$ cat config.mk
export PLATFORM = sky130hd
export DESIGN_NAME = mem_access_arbiter
export DESIGN_NICKNAME = d
export VERILOG_FILES = /design/src/rtl/mem_access_arbiter.sv
export SDC_FILE = /design/constraint.sdc
export NUM_CORES = 1
export LEC_CHECK = 0
export ABC_AREA = 1
export CORE_ASPECT_RATIO = 1.75
export CORE_UTILIZATION = 37
export DETAILED_ROUTE_END_ITERATION = 8
export PLACE_DENSITY_LB_ADDON = 0.25
export RECOVER_POWER = 100
export SETUP_SLACK_MARGIN = 0.2
export SYNTH_ARGS = -nofsm -noshare
export SYNTH_HDL_FRONTEND = slang
export SYNTH_SLANG_ARGS = --single-unit
$ cat constraint.sdc
create_clock -name clk -period 3.5 [get_ports clk]
set_input_delay 0.7 -clock clk [delete_from_list [all_inputs] [get_ports clk]]
set_output_delay 0.7 -clock clk [all_outputs]
set_load 0.01 [all_outputs]
$ cat src/rtl/mem_access_arbiter.sv
// mem_access_arbiter: two-port round-robin sequencer in front of a single-port
// memory. It accepts one command at a time and drives one memory access per
// grant. For a read, it waits for valid_out and returns the data to the
// granted port. All outputs are registered.
// Optional build macro MEM_ARB_TIMEOUT_EN: aborts a read that gets no
// valid_out within TIMEOUT_CYCLES cycles, and reports the abort on rerr.
module mem_access_arbiter #(
   parameter int DATA_WIDTH     = 32,
   parameter int ADDR_WIDTH     = 4,
   parameter int TIMEOUT_CYCLES = 8
) (
   input  logic                  clk,
   input  logic                  rst,
   input  logic                  req0,
   input  logic                  req1,
   input  logic                  we0,
   input  logic                  we1,
   input  logic [ADDR_WIDTH-1:0] addr0,
   input  logic [ADDR_WIDTH-1:0] addr1,
   input  logic [DATA_WIDTH-1:0] wdata0,
   input  logic [DATA_WIDTH-1:0] wdata1,
   output logic                  gnt0,
   output logic                  gnt1,
   output logic [DATA_WIDTH-1:0] rdata0,
   output logic [DATA_WIDTH-1:0] rdata1,
   output logic                  rvalid0,
   output logic                  rvalid1,
   output logic                  rerr,
   output logic                  busy,
   output logic                  WE,
   output logic                  RE,
   output logic [ADDR_WIDTH-1:0] Address,
   output logic [DATA_WIDTH-1:0] Data_in,
   input  logic [DATA_WIDTH-1:0] Data_out,
   input  logic                  valid_out
);

   typedef enum logic [1:0] {IDLE, ISSUE, WAIT_RD} state_t;

   if (TIMEOUT_CYCLES < 2) begin : g_bad_timeout
      $error("TIMEOUT_CYCLES must be >= 2");
   end

   state_t                state_q, state_d;
   logic                  last_gnt_q, last_gnt_d;
   logic                  port_q, port_d;
   logic                  wr_q, wr_d;
   logic                  gnt0_q, gnt0_d, gnt1_q, gnt1_d;
   logic                  we_q, we_d, re_q, re_d;
   logic [ADDR_WIDTH-1:0] addr_q, addr_d;
   logic [DATA_WIDTH-1:0] din_q, din_d;
   logic [DATA_WIDTH-1:0] rdata0_q, rdata0_d, rdata1_q, rdata1_d;
   logic                  rvalid0_q, rvalid0_d, rvalid1_q, rvalid1_d;
   logic                  busy_q, busy_d;
   logic                  sel, sel_we;

`ifdef MEM_ARB_TIMEOUT_EN
   localparam int CNT_W = $clog2(TIMEOUT_CYCLES + 1);
   logic [CNT_W-1:0]      cnt_q, cnt_d;
   logic                  rerr_q, rerr_d;
`endif

   // Next-state and next-output logic; every output is computed one cycle ahead
   always_comb begin
      state_d    = state_q;
      last_gnt_d = last_gnt_q;
      port_d     = port_q;
      wr_d       = wr_q;
      gnt0_d     = 1'b0;
      gnt1_d     = 1'b0;
      we_d       = 1'b0;
      re_d       = 1'b0;
      addr_d     = '0;
      din_d      = '0;
      rdata0_d   = rdata0_q;
      rdata1_d   = rdata1_q;
      rvalid0_d  = 1'b0;
      rvalid1_d  = 1'b0;
      sel        = 1'b0;
      sel_we     = 1'b0;
`ifdef MEM_ARB_TIMEOUT_EN
      cnt_d      = cnt_q;
      rerr_d     = 1'b0;
`endif
      case (state_q)
         IDLE: begin
            if (req0 | req1) begin
               // On a tie, the port that was not granted last wins
               sel        = (req0 & req1) ? ~last_gnt_q : req1;
               sel_we     = sel ? we1 : we0;
               state_d    = ISSUE;
               last_gnt_d = sel;
               port_d     = sel;
               wr_d       = sel_we;
               gnt0_d     = ~sel;
               gnt1_d     = sel;
               we_d       = sel_we;
               re_d       = ~sel_we;
               addr_d     = sel ? addr1 : addr0;
               din_d      = sel_we ? (sel ? wdata1 : wdata0) : '0;
            end
         end
         ISSUE: begin
            state_d = wr_q ? IDLE : WAIT_RD;
`ifdef MEM_ARB_TIMEOUT_EN
            cnt_d   = '0;
`endif
         end
         WAIT_RD: begin
            if (valid_out) begin
               state_d = IDLE;
               if (port_q) begin
                  rdata1_d  = Data_out;
                  rvalid1_d = 1'b1;
               end else begin
                  rdata0_d  = Data_out;
                  rvalid0_d = 1'b1;
               end
            end
`ifdef MEM_ARB_TIMEOUT_EN
            else if (cnt_q == CNT_W'(TIMEOUT_CYCLES - 1)) begin
               // Abort: return zero data flagged with rerr
               state_d = IDLE;
               rerr_d  = 1'b1;
               if (port_q) begin
                  rdata1_d  = '0;
                  rvalid1_d = 1'b1;
               end else begin
                  rdata0_d  = '0;
                  rvalid0_d = 1'b1;
               end
            end else begin
               cnt_d = cnt_q + CNT_W'(1);
            end
`endif
         end
         default: state_d = IDLE;
      endcase
      busy_d = (state_d != IDLE);
   end

   // State and registered outputs; async reset clears everything mid-operation
   always_ff @(posedge clk or posedge rst) begin
      if (rst) begin
         state_q    <= IDLE;
         last_gnt_q <= 1'b1;
         port_q     <= 1'b0;
         wr_q       <= 1'b0;
         gnt0_q     <= 1'b0;
         gnt1_q     <= 1'b0;
         we_q       <= 1'b0;
         re_q       <= 1'b0;
         addr_q     <= '0;
         din_q      <= '0;
         rdata0_q   <= '0;
         rdata1_q   <= '0;
         rvalid0_q  <= 1'b0;
         rvalid1_q  <= 1'b0;
         busy_q     <= 1'b0;
`ifdef MEM_ARB_TIMEOUT_EN
         cnt_q      <= '0;
         rerr_q     <= 1'b0;
`endif
      end else begin
         state_q    <= state_d;
         last_gnt_q <= last_gnt_d;
         port_q     <= port_d;
         wr_q       <= wr_d;
         gnt0_q     <= gnt0_d;
         gnt1_q     <= gnt1_d;
         we_q       <= we_d;
         re_q       <= re_d;
         addr_q     <= addr_d;
         din_q      <= din_d;
         rdata0_q   <= rdata0_d;
         rdata1_q   <= rdata1_d;
         rvalid0_q  <= rvalid0_d;
         rvalid1_q  <= rvalid1_d;
         busy_q     <= busy_d;
`ifdef MEM_ARB_TIMEOUT_EN
         cnt_q      <= cnt_d;
         rerr_q     <= rerr_d;
`endif
      end
   end

   assign gnt0    = gnt0_q;
   assign gnt1    = gnt1_q;
   assign WE      = we_q;
   assign RE      = re_q;
   assign Address = addr_q;
   assign Data_in = din_q;
   assign rdata0  = rdata0_q;
   assign rdata1  = rdata1_q;
   assign rvalid0 = rvalid0_q;
   assign rvalid1 = rvalid1_q;
   assign busy    = busy_q;
`ifdef MEM_ARB_TIMEOUT_EN
   assign rerr    = rerr_q;
`else
   assign rerr    = 1'b0;
`endif

endmodule

==> out/qor.csv, run 1 <==
metric;value;unit
placed inst area;6820;um^2
Clock Path Buffers;2;
vias in the first global route;3941;
family with the most delay on the worst path;simple AND/OR/NAND/NOR gates;
worst-path fanout max;37;
max incr delay on CP;0.79;ns
GPL Wtd Cong;0.757;
final hold slack;0.476;ns
H-tree depth;3;
Final setup viols;0;
worst setup margin;0.729;ns
RSZ-0062 raised after global routing;false;
share of layout cells above drive strength 1;4.17;%
Area Overhead vs Synth;56.2;%
top-level port count;219;
Req. time, crit path;3.77;ns
post-route cell area;7080;um^2
DP HPWL;8570;um
Slew HR;0.371;%
number of CTS-inserted buffers;9;
cts hold-fix bufs;0;
Worst Tran Pin Value;1.49;ns
pwr/cell area;694;nW/um^2
final worst-path cycle share;79.2;%
Peak VDD IR;0.250;mV
number of synthesis warnings;0;
WS Path Type;in -> reg;
Cell Chain, Critical Path;clkdlybuf4s50_1, nand2_1, nand2_1, buf_4, nor2_1, inv_1, o21ai_0;
dpl ws;0.917;ns
Netlist cell types;20;
CP endpoint kind;register;
post-CTS setup buffers;0;
most frequent cells after synthesis;144 x nand2_1, 111 x dfrtp_1, 74 x inv_1;
Max Cap Viol;0;
first-pass GRT wire length;18700;um
Slowest cell on crit path;nand2_1;
Rows;53;
post-route minimum period;2.77;ns
Seq cells post-synth;112;
average cell area after synthesis;8.89;um^2
final core occ;59.0;%
outcome;completed;
antenna cells;0;
DRT antenna net count;0;
Seq/Total Area, Yosys;61.8;%
Core Region;12000;um^2
EDFF count, synth;0;
mapped cell area;4540;um^2
Area contributors post-synth;dfrtp_1 61%, nand2_1 12%, inv_1 6.1%, o21ai_0 5.2%, nand3_1 4.4%;
residual DRC count;0;
most instantiated library cell after synthesis;nand2_1;
FFs w/ async S/R, synth;100;%
ys flop type;dfrtp_1;
wire length per cell;13.1;um
Hold Vio Cnt, Final;0;
hold path depth;2;
reg2reg path depth;6;
Max Transition Viols Final;0;
FF-to-FF Start;last_gnt_q;
Sink Count;112;
drt total wl;11600;um
Skew-Pair Late Insertion Delay;0.35;ns
Multi-input gate area;1260;um^2
capturing point of the worst reg2reg path;port_q;
Initial Util;37.8;%
CP most frequent cell;nand2_1;
CTS root buffer;clkbuf_16;
Fin Clk Skew;0.00935;ns
area share of the largest cell type after synthesis;61.2;%
maximum clock frequency;0.361;GHz
vias after detailed routing;3992;
initial antenna violation count;0;
post-synthesis net count;621;
die width;85.7;um
Storage cell area;2800;um^2
Die Ht;148;um
Hold Crit Start;last_gnt_q;
largest net degree at the start of global routing;113;
Worst setup SP type;input port;
Clock Pin Slew Worst Setup and Hold Paths;0.07;ns
worst hold path class;reg -> reg;
area leader, netlist;dfrtp_1;
Die ar.;12700;um^2
Nets;826;
I/O Buffers;217;
GRT Overall Usage;18.9;%
# fillers;1122;
Pre-antenna DRT Iters;4;
CTS tree;built;
arrival time worst endpoint;3.04;ns
FF-to-FF setup slack;1.10;ns
Min-Delay Endpoint;last_gnt_q;
# resized after CTS;0;
setup TNS;0;ns
initial DRC count;119;
Congestion Overflow GR;0;
drt via density;4.51;
Lkg Pwr;0.00373;uW
cells after synthesis;510;
CP bufs+invs;3;
sequential cells by signal, indices dropped and copies added (netlist names):
register	count
rdata1	32
Data_in	32
gnt0	1
RE	1
busy	1
wr_q	1
gnt1	1
last_gnt_q	1
rdata0	32
port_q	1
rvalid1	1
Address	4
state_q	2
rvalid0	1
WE	1
power by group:
part | internal [uW] | total (uW) | switching (uW)
Clock | 584 | 1060 | 481
Sequential | 1780 | 1980 | 208
Combinational | 923 | 1870 | 943
Total | 3280 | 4910 | 1630
cells in the final DEF (no fill, tap or decap), drive strengths merged, types with 2 or more instances in the layout:
| cell | instances |
|---|---|
| nand2 | 146 |
| dfrtp | 111 |
| dlygate4sd3 | 110 |
| clkdlybuf4s50 | 107 |
| inv | 78 |
| o21ai | 65 |
| nand3 | 41 |
| nor2 | 37 |
| clkbuf | 14 |
| clkinvlp | 3 |
| buf | 2 |
layout make-up:
class                   instances  area share, %
clock buffers                  10           3.37
flip-flops and latches        112           39.6
multi-input cells             292           17.8
inverters                      77           4.13
clock inverters                 6           1.04
well taps                     165           2.91
repair buffers                223           31.2
metrics by stage:
stage | std cells | power [uW]
after floorplan | 510 | 2890
after global placement | 869 | 4060
after detailed placement | 869 | 4130
after CTS | 885 | 5210
after global routing | 885 | 5270
final | 885 | 4910
cells by family after synthesis:
group           share of synthesized area (%)
other cells                            0.0827
buf+inv                                  10.1
compound gates                           7.28
flops                                    61.8
simple gates                             20.7
metal layers:
layer / part of all wire [%] / vias up / track usage, % / routed length [um]
li1: - / 1960 / - / -
met1: 38 / 1855 / 20.1 / 4350
met2: 53 / 169 / 35.2 / 6180
met3: 7.9 / 8 / 5.99 / 917
met4: 1.0 / 0 / 5.50 / 121
met5: 0 / - / 0 / 0
tightest hold or removal path, stage by stage (launching register included):
cell     delay (ns)
dfstp_2        0.37
nand2_1        0.06
nand2_1        0.05
worst max path at each step:
stage | start | end | slack [ns] | depth (start not counted)
floorplan | rst | Address[0] | 1.44 | 1
detailed placement | req0 | port_q | 0.92 | 7
global route | req0 | port_q | 0.55 | 7
global placement | valid_out | rdata0[0] | 0.97 | 5
CTS | req0 | port_q | 1.29 | 7
finish | req0 | port_q | 0.73 | 7
No activity file was read; power rests on OpenSTA's default activity.
==> run 2: changes to the inputs <==
- CORE_UTILIZATION: 37 -> 41
- clock period: 3.5 -> 2.7 ns (I/O delays scaled with it)
==> run 2 against run 1 <==
Against the previous run:
- cell count is 4.1% lower
- critical path type unchanged
- utilization rose by 6.7 points
- via count shrank 0.58%
- global-route usage grew 0.97 points
- highest routed layer unchanged
- non-clock buffer count stayed put
- total power is 30% higher
- largest power group unchanged
- worst hold slack improved by 0.0028 ns
==> out/qor.csv, run 2 (synthesis results as in run 1) <==
metric;value;unit;change
outcome;completed;;
share of layout cells above drive strength 1;4.31;%;+0.14 points
CTS root buffer;clkbuf_16;;
FF-to-FF Start;last_gnt_q;;
post-route minimum period;2.02;ns;
# resized after CTS;0;;unchanged
family with the most delay on the worst path;buffers and inverters;;
WP depth;8;;+1
RSZ-0062 raised after global routing;false;;
final core occ;65.7;%;+6.7 points
most frequent cells in the layout;145 x nand2_1, 111 x dfrtp_1, 110 x dlygate4sd3_1;;
Congestion Overflow GR;0;;unchanged
Initial Util;42.2;%;+4.4 points
WS Path Type;in -> reg;;
I/O Buffers;217;;unchanged
Skew-Pair Late Insertion Delay;0.34;ns;about the same
Slew HR;51.3;%;+51 points
Die Ht;141;um;-4.9%
CP most frequent cell;nand2_1;;
first-pass GRT wire length;17300;um;-7.3%
Req. time, crit path;2.95;ns;-0.82 ns
Rows;50;;-5.7%
Final setup viols;0;;unchanged
antenna cells;0;;unchanged
Max Transition Viols Final;0;;unchanged
maximum clock frequency;0.494;GHz;
Clock Pin Slew Worst Setup and Hold Paths;0.07;ns;about the same
DRT antenna net count;0;;unchanged
post-CTS setup buffers;0;;unchanged
final worst-path cycle share;74.9;%;
FF-to-FF setup slack;0.84;ns;-0.26 ns
commonest non-fill, non-tap cell in the layout;nand2_1;;
initial DRC count;138;;+16%
wire length per cell;13.2;um;+0.90%
number of CTS-inserted buffers;9;;unchanged
pwr/cell area;902;nW/um^2;+30%
Worst setup SP type;input port;;
# fillers;896;;-20%
Area Overhead vs Synth;56.0;%;
GPL Wtd Cong;0.786;;+3.8%
Cell Chain, Critical Path;clkdlybuf4s50_1, nand2_2, nand2_1, clkbuf_2, nand2_1, nand2_1, inv_1, nor2_1;;
initial antenna violation count;0;;unchanged
largest net degree at the start of global routing;113;;unchanged
DP HPWL;8300;um;-3.2%
arrival time worst endpoint;2.27;ns;-0.77 ns
GRT Overall Usage;19.9;%;+0.97 points
residual DRC count;0;;unchanged
setup TNS;0;ns;unchanged
drt via density;4.67;;+3.6%
Max Cap Viol;0;;unchanged
vias after detailed routing;3969;;-0.58%
CTS tree;built;;
CP endpoint kind;register;;
top-level port count;219;;unchanged
Setup crit end;Data_in[25];;
Slowest cell on crit path;clkbuf_2;;
Worst Tran Pin Value;0.731;ns;-0.763 ns
cts hold-fix bufs;0;;unchanged
Peak VDD IR;0.499;mV;+99%
Sink Count;112;;unchanged
H-tree depth;3;;unchanged
reg2reg path depth;7;;+1
final total power;6380;uW;+30%
Pre-antenna DRT Iters;4;;unchanged
drt total wl;11200;um;-3.2%
die width;81.5;um;-4.9%
Lkg Pwr;0.00376;uW;+0.68%
Critical path origin;req0;;
Hold Vio Cnt, Final;0;;unchanged
worst-path fanout max;38;;+2.7%
Core Region;10800;um^2;-10%
max incr delay on CP;0.58;ns;-0.21 ns
CP bufs+invs;3;;unchanged
vias in the first global route;3817;;-3.1%
Die ar.;11500;um^2;-9.6%
worst hold path class;reg -> reg;;
Nets;826;;unchanged
Fin Clk Skew;0.00704;ns;-0.00231 ns
Clock Path Buffers;2;;unchanged
capturing point of the worst reg2reg path;Data_in[25];;
-- run 2: final cells by class --
class	count	area [um^2]	share of cell area (%)
clock inverters	5	81.3	1.15
multi-input cells	292	1270	17.9
repair buffers	223	2240	31.7
well taps	130	163	2.30
flip-flops and latches	112	2800	39.6
inverters	77	290	4.10
clock buffers	10	229	3.24
-- run 2: worst min path at each step --
| stage | start | to | cells after the start |
|---|---|---|---|
| finish | rdata1[12] | rdata1[12] | 2 |
| global route | rdata0[23] | rdata0[23] | 2 |
| CTS | wr_q | wr_q | 2 |
| detailed placement | wr_q | wr_q | 2 |
| global placement | wr_q | wr_q | 2 |
| floorplan | wr_q | wr_q | 2 |
-- run 2: stage by stage --
step	hold WS [ns]	instance area [um^2]	setup slack, ns	instances
after floorplan	0.440	4540	0.803	510
after global placement	0.467	6790	0.668	834
after detailed placement	0.467	6790	0.616	834
after CTS	0.485	7100	0.844	849
after global routing	0.499	7070	0.483	849
final	0.479	7070	0.677	849
-- run 2: worst min-delay path, delay by kind of cell (launching register included) --
family	cells	cell delay (ns)
simple gates	1	0.05
flops	1	0.34
compound gates	1	0.06
-- run 2: power by group --
| group | switching (uW) | internal (uW) |
|---|---|---|
| Combinational | 1210 | 1220 |
| Clock | 579 | 811 |
| Sequential | 268 | 2300 |
-- run 2: metal layers --
layer | vias to the layer above | GRT usage (%) | part of all wire (%)
li1 | 1959 | - | -
met1 | 1813 | 20.4 | 36
met2 | 171 | 35.6 | 53
met3 | 26 | 6.60 | 8.8
met4 | 0 | 8.08 | 2.8
met5 | - | 0 | 0
==> run 3: changes to the inputs <==
- clock period: 2.7 -> 1.97 ns (I/O delays scaled with it)
==> run 3 against run 2 <==
Against the previous run:
- critical path depth shrank 7
- combinational power grew 38%
- worst hold slack got worse by 0.0046 ns
- first-iteration DRC count increased by 32%
- routed wire length decreased by 0.29%
- clock skew grew 0.0029 ns
==> out/qor.csv, run 3 (synthesis results as in run 1) <==
metric;value;unit;change
Slowest cell on crit path;dlygate4sd3_1;;
FF-to-FF Start;state_q[0];;
Pre-antenna DRT Iters;4;;unchanged
CP bufs+invs;1;;-2
Core Region;10800;um^2;unchanged
Clock Path Buffers;2;;unchanged
final worst-path cycle share;88.0;%;
Sw Pwr;2830;uW;+38%
initial DRC count;182;;+32%
worst-path fanout max;2;;-95%
wire length per cell;13.1;um;-0.76%
capturing point of the worst reg2reg path;rdata0[29];;
Clock Pin Slew Worst Setup and Hold Paths;0.07;ns;about the same
top-level port count;219;;unchanged
dpl ws;-0.0260;ns;-0.642 ns
FF-to-FF setup slack;0.43;ns;-0.41 ns
Die ar.;11500;um^2;unchanged
largest net degree at the start of global routing;66;;-42%
Skew-Pair Late Insertion Delay;0.34;ns;about the same
GPL Wtd Cong;0.788;;+0.27%
H-tree depth;3;;unchanged
Die Ht;141;um;unchanged
Area Overhead vs Synth;56.2;%;
Fin Clk Skew;0.00995;ns;+0.00291 ns
number of CTS-inserted buffers;9;;unchanged
hold path depth;2;;unchanged
WS Path Type;reg -> out;;
cts hold-fix bufs;0;;unchanged
pwr/cell area;1220;nW/um^2;+35%
Max Cap Viol;0;;unchanged
setup TNS;0;ns;unchanged
family with the most delay on the worst path;buffers and inverters;;
# resized after CTS;0;;unchanged
CP endpoint kind;primary output;;
RSZ-0062 raised after global routing;false;;
die width;81.5;um;unchanged
final core occ;65.9;%;+0.12 points
Worst setup SP type;register;;
clock power share;20.8;%;-1.0 points
Sink Count;112;;unchanged
Final setup viols;0;;unchanged
post-CTS setup buffers;0;;unchanged
worst setup margin;0.236;ns;-0.441 ns
max incr delay on CP;0.62;ns;+0.04 ns
GRT Overall Usage;19.8;%;-0.075 points
antenna cells;0;;unchanged
Min-Delay Endpoint;wr_q;;
Rows;50;;unchanged
P_int;5820;uW;+34%
CTS tree;built;;
Lkg Pwr;0.00376;uW;+0.16%
maximum clock frequency;0.577;GHz;
outcome;completed;;
commonest non-fill, non-tap cell in the layout;nand2_1;;
vias after detailed routing;3984;;+0.38%
drt via density;4.67;;about the same
Peak VDD IR;0.600;mV;+20%
I/O Buffers;217;;unchanged
CTS root buffer;clkbuf_16;;
initial antenna violation count;0;;unchanged
switching part of the total;32.7;%;+0.57 points
residual DRC count;0;;unchanged
Comb pwr share;38.5;%;+0.5 points
Nets;830;;+0.48%
Worst Tran Pin Value;0.766;ns;+0.0349 ns
share of layout cells above drive strength 1;4.84;%;+0.53 points
arrival time worst endpoint;1.34;ns;-0.93 ns
first-pass GRT wire length;17400;um;+0.52%
Hold Crit Start;wr_q;;
most frequent cells in the layout;144 x nand2_1, 111 x dfrtp_1, 109 x dlygate4sd3_1;;
Slew HR;48.9;%;-2.3 points
drt total wl;11200;um;-0.29%
Cell Chain, Critical Path;dlygate4sd3_1;;
Seq pwr share;40.7;%;+0.4 points
Max Transition Viols Final;0;;unchanged
reg2reg path depth;4;;-3
DP HPWL;8410;um;+1.3%
Congestion Overflow GR;0;;unchanged
worst hold path class;reg -> reg;;
Hold Vio Cnt, Final;0;;unchanged
Initial Util;42.2;%;unchanged
vias in the first global route;3896;;+2.1%
post-route minimum period;1.73;ns;
DRT antenna net count;0;;unchanged
Req. time, crit path;1.58;ns;-1.37 ns
## run 3: worst max-delay path by stage
stage / cells after the start / from / endpoint / slack (ns)
after floorplan: 1 / rst / Address[0] / 0.22
after global placement: 5 / req1 / Data_in[27] / 0.05
after detailed placement: 5 / req1 / Data_in[23] / -0.03
after CTS: 1 / rdata1[27] / rdata1[27] / 0.29
after global routing: 5 / req1 / Data_in[29] / 0.19
final: 1 / rdata0[4] / rdata0[4] / 0.24
## run 3: layout make-up
type,instances,area (um^2)
fill,884,3670
sequential,112,2800
timing repair buffer,227,2260
multi-input combinational,292,1280
inverter,77,290
clock buffer,10,229
tap,130,163
clock inverter,5,63.8
## run 3: per-stage QoR
stage               power (uW)  cells  instance area (um^2)  hold WS [ns]
global route              9260    853                  7090         0.496
finish                    8650    853                  7090         0.474
floorplan                 5140    510                  4540         0.440
CTS                       9150    853                  7130         0.477
global placement          7210    838                  6840         0.457
detailed placement        7330    838                  6840         0.458
## run 3: routing by layer
metal	vias to the layer above	global-route usage, %	part of all wire (%)
li1	1966	-	-
met1	1848	20.1	36
met2	158	35.7	54
met3	12	6.80	8.4
met4	0	7.71	1.5
met5	-	0	0
## run 3: power groups by stage
stage	Sequential, uW	Clock (uW)	Combinational [uW]
4_1_cts	3570	1840	3730
5_1_grt	3630	1930	3700
2_1_floorplan	3980	0	1170
6_report	3520	1800	3330
3_3_place_gp	3570	0	3640
3_5_place_dp	3610	0	3720
